File: src/rtl/mem_pkg.sv
// Shared definitions for the sequential memory and the copy engine that drives it.
package mem_pkg;

    localparam int MEM_M = 8;
    localparam int MEM_K = 11;

    typedef enum logic [1:0] {
        IDLE  = 2'd0,
        READ  = 2'd1,
        WRITE = 2'd2,
        DONE  = 2'd3
    } copyState_t;

endpackage

File: src/rtl/mem_copy_engine.sv
// Block copy engine: moves len words from src to dst, one READ and one WRITE cycle per word.
module mem_copy_engine
    import mem_pkg::*;
#(
    parameter int M = MEM_M,
    parameter int K = MEM_K
) (
    input  logic         clock,
    input  logic         reset,
    input  logic         start,
    input  logic [K-1:0] src,
    input  logic [K-1:0] dst,
    input  logic [K:0]   len,
    output logic         busy,
    output logic         done,
    output logic [K-1:0] memA,
    output logic [M-1:0] memWD,
    output logic         memWE,
    input  logic [M-1:0] memRA
);

    copyState_t   state, nextState;
    logic [K-1:0] curSrc, curDst;
    logic [K:0]   remaining;
    logic [M-1:0] dataBuf;

    always_ff @(posedge clock or posedge reset) begin
        if (reset) state <= IDLE;
        else       state <= nextState;
    end

    always_comb begin
        nextState = state;
        unique case (state)
            IDLE:  if (start) nextState = (len == '0) ? DONE : READ;
            READ:  nextState = WRITE;
            WRITE: nextState = (remaining == (K+1)'(1)) ? DONE : READ;
            DONE:  nextState = IDLE;
        endcase
    end

    // Address counters wrap modulo 2^K; remaining is one bit wider so a full-memory copy fits.
    always_ff @(posedge clock or posedge reset) begin
        if (reset) begin
            curSrc    <= '0;
            curDst    <= '0;
            remaining <= '0;
            dataBuf   <= '0;
        end else begin
            unique case (state)
                IDLE: begin
                    if (start) begin
                        curSrc    <= src;
                        curDst    <= dst;
                        remaining <= len;
                    end
                end
                READ:  dataBuf <= memRA;
                WRITE: begin
                    curSrc    <= curSrc + K'(1);
                    curDst    <= curDst + K'(1);
                    remaining <= remaining - (K+1)'(1);
                end
                DONE: ;
            endcase
        end
    end

    always_comb begin
        busy  = 1'b0;
        done  = 1'b0;
        memA  = '0;
        memWD = '0;
        memWE = 1'b0;
        unique case (state)
            IDLE: ;
            READ: begin
                busy = 1'b1;
                memA = curSrc;
            end
            WRITE: begin
                busy  = 1'b1;
                memA  = curDst;
                memWD = dataBuf;
                memWE = 1'b1;
            end
            DONE: done = 1'b1;
        endcase
    end

endmodule

File: config.mk
export PLATFORM = sky130hd
export DESIGN_NAME = mem_copy_engine
export DESIGN_NICKNAME = d
export VERILOG_FILES = /design/src/rtl/mem_pkg.sv /design/src/rtl/mem_copy_engine.sv
export SDC_FILE = /design/constraint.sdc
export NUM_CORES = 1
export LEC_CHECK = 0
export CAP_MARGIN = 20
export CORE_UTILIZATION = 54
export CTS_CLUSTER_DIAMETER = 100
export DETAILED_ROUTE_END_ITERATION = 10
export PLACE_DENSITY_LB_ADDON = 0.05
export REMOVE_ABC_BUFFERS = 1
export SLEW_MARGIN = 20
export SYNTH_ARGS = -nofsm -noshare
export SYNTH_HDL_FRONTEND = slang
export SYNTH_SLANG_ARGS = --single-unit
File: constraint.sdc
create_clock -name clock -period 2.8 [get_ports clock]
set_input_delay 0.28 -clock clock [delete_from_list [all_inputs] [get_ports clock]]
set_output_delay 0.28 -clock clock [all_outputs]
set_load 0.05 [all_outputs]
==> metrics <==
run status=finished, final reports clean; Syn Area/Cell=8.70 um^2; global placement routability congestion=0.793; # IOs=67; # hold bufs at CTS=0; clock slew at reported path FFs=80 ps; final WL=6720 um; Pint=2450 uW; worst min-delay path class=in2async; crit path max fanout=12; post-route cell area=0.00361 mm^2; Die Ht=73.3 um; crit-path leading delay family=buffers and inverters; H-tree level count=2; total track usage=27.1%; Leak=0.00143 uW; # setup viols final=0; r2r setup slk=670 ps; pin count of the biggest net entering global routing=45; switching part of the total=48.1%; Area Overhead vs Synth=31.6%; cells along the critical path=inv_1 -> ha_1 -> clkdlybuf4s50_1; commonest non-fill, non-tap cells in the layout=clkdlybuf4s50_1 (47), dfrtp_1 (44), a21oi_1 (35), nand2_1 (25), buf_4 (23); fin nets=429; Register Area=0.00110 mm^2; unrepaired setup endpoints after global routing=false; Net Switching=2270 uW; Remaining DRCs=0; clock root cell=clkbuf_8; clk sinks=44; most common cell after layout, fill and taps aside=clkdlybuf4s50_1; Routed WL per cell=15.1 um; die area=0.00537 mm^2; Reg power frac=27.9%; sequential cell area fraction in the yosys report=40.2%; Setup WS pre-CTS=661 ps; Rows=25; Final min period=2460 ps; Die Width=73.3 um; final core utilization=74.9%; CTS tree=built; final period utilization=88.0%; starting density of the core=56.9%; Final ANT Viol Nets=0; Critical Path AT=2180 ps; first-pass GRT wire length=11200 um; Hold WS=429 ps; Area after DPL=0.00348 mm^2; initial antenna violation count=0; clock network fraction of design power=11.3%; Cells after Synth=315; multi-input combinational cell area=0.00153 mm^2; post-cts resize count=0; CP endpoint kind=output pin; CTS buffer count=5; vias in the first global route=2318; fill cell count=380; f_max=0.406 GHz; CTS max path bufs=2; worst clock skew=5.33 ps; PortBufs=66; WP data required=2520 ps; total grt overflow=0; TritonRoute pass-1 iters=4; setup bufs post-CTS=0; Worst IR Drop VDD=0.670 mV; Final Non-Filler Cells=444; Comb power frac=60.8%; # diodes=0; prevailing post-synth register cell=dfrtp_1; DRT iter0 DRCs=220; Post-synth ARST share=100%; DP HPWL=4730 um; synth warn=0; Worst Path Buf+Inv=2; Placed Instances=436; vias per inst=6.01; area of the core=0.00482 mm^2; final worst slack=337 ps; CP max stage delay=880 ps; Least-Margin Pin Slew=649 ps; relative slew slack=56.4%; Seq cells post-synth=44; Vias=2669; Startpoint Class=register; Power Dens Cells=1310 mW/mm^2; Worst Setup Path Type=reg2out; number of synthesized flops with an enable pin=0; max_cap viols=0; Slew Limit Fails=0; Cell variety after synth=47; cell area after synthesis=0.00274 mm^2; later-pin clock latency in the skew report=300 ps; slowest CP cell=clkdlybuf4s50_1; Final Hold Viols=0; share of cells above drive strength 1=14.3%
[power groups by stage]
stage | combinational, uW | sequential (uW) | clock, uW
floorplan | 2010 | 1230 | 0
global placement | 2790 | 1310 | 0
detailed placement | 2850 | 1320 | 0
CTS | 2860 | 1310 | 545
global route | 3140 | 1380 | 564
finish | 2870 | 1320 | 535
[registers in the layout, summed over array words and instances (netlist names)]
signal,cells
curDst,11
curSrc,11
dataBuf,8
remaining,12
state,2
[tightest hold or removal path: stages]
cell	delay (ps)
clkdlybuf4s50_1	400
clkinv_1	50
buf_4	470
[final timing paths]
check / from / to / cells after the start
setup / recovery: state[0]$_DFFE_PP0P_ / busy / 3
hold / removal: reset / dataBuf[5]$_DFFE_PP0N_ / 3
setup reg to reg: state[0]$_DFFE_PP0P_ / curDst[9]$_DFFE_PP0P_ / 6
hold reg to reg: dataBuf[7]$_DFFE_PP0N_ / dataBuf[7]$_DFFE_PP0N_ / 1
max in group asynchronous: reset / curSrc[1]$_DFFE_PP0P_ / 3
min in group clock: dataBuf[7]$_DFFE_PP0N_ / dataBuf[7]$_DFFE_PP0N_ / 1
[cells in the mapped netlist (all sizes together), types with 4 or more instances]
| library cell | instances | area, um^2 |
|---|---|---|
| ha | 8 | 100 |
| a21oi | 36 | 184 |
| nor2 | 21 | 78.8 |
| buf | 9 | 48.8 |
| o22ai | 15 | 93.8 |
| and2 | 9 | 56.3 |
| a31oi | 5 | 31.3 |
| nor2b | 10 | 62.6 |
| nand2 | 25 | 93.8 |
| o21ai | 22 | 110 |
| nand2b | 5 | 31.3 |
| nand4 | 4 | 25.0 |
| nor3 | 6 | 30.0 |
| mux2i | 6 | 60.1 |
| dfrtp | 44 | 1100 |
| and3 | 5 | 31.3 |
| mux2 | 9 | 101 |
| nand3 | 13 | 65.1 |
| inv | 6 | 22.5 |
| clkbuf | 12 | 45.0 |
| a22oi | 9 | 67.6 |
[routing by layer]
layer  track usage (%)  vias up  wire length, um
met4              10.2        0              103
met1              39.0     1261             3160
met5                 0        -                0
li1                  -     1295                -
met2              41.7      105             3060
met3              3.84        8              384
[area by class of cell]
| type | instances | share of cell area [%] |
|---|---|---|
| inverters | 6 | 0.624 |
| multi-input cells | 244 | 42.4 |
| flip-flops and latches | 44 | 30.5 |
| clock inverters | 1 | 0.832 |
| well taps | 67 | 2.32 |
| clock buffers | 7 | 2.67 |
| repair buffers | 75 | 20.6 |
[kinds of logic after synthesis]
logic type                 after synthesis  synth area share (%)
and+or+nand+nor                        111                  21.2
AOI/OAI and AO/OA                      110                  24.8
DFF                                     44                  40.2
buffers and inverters                   27                  4.24
muxes                                   15                  5.89
adders and majority gates                8                  3.65
[metrics by stage]
step | setup TNS [ps] | total power, uW
CTS | 0 | 4720
global route | 0 | 5080
floorplan | -50570 | 3240
detailed placement | 0 | 4180
global placement | 0 | 4100
finish | 0 | 4730
No activity file was read; power rests on OpenSTA's default activity.
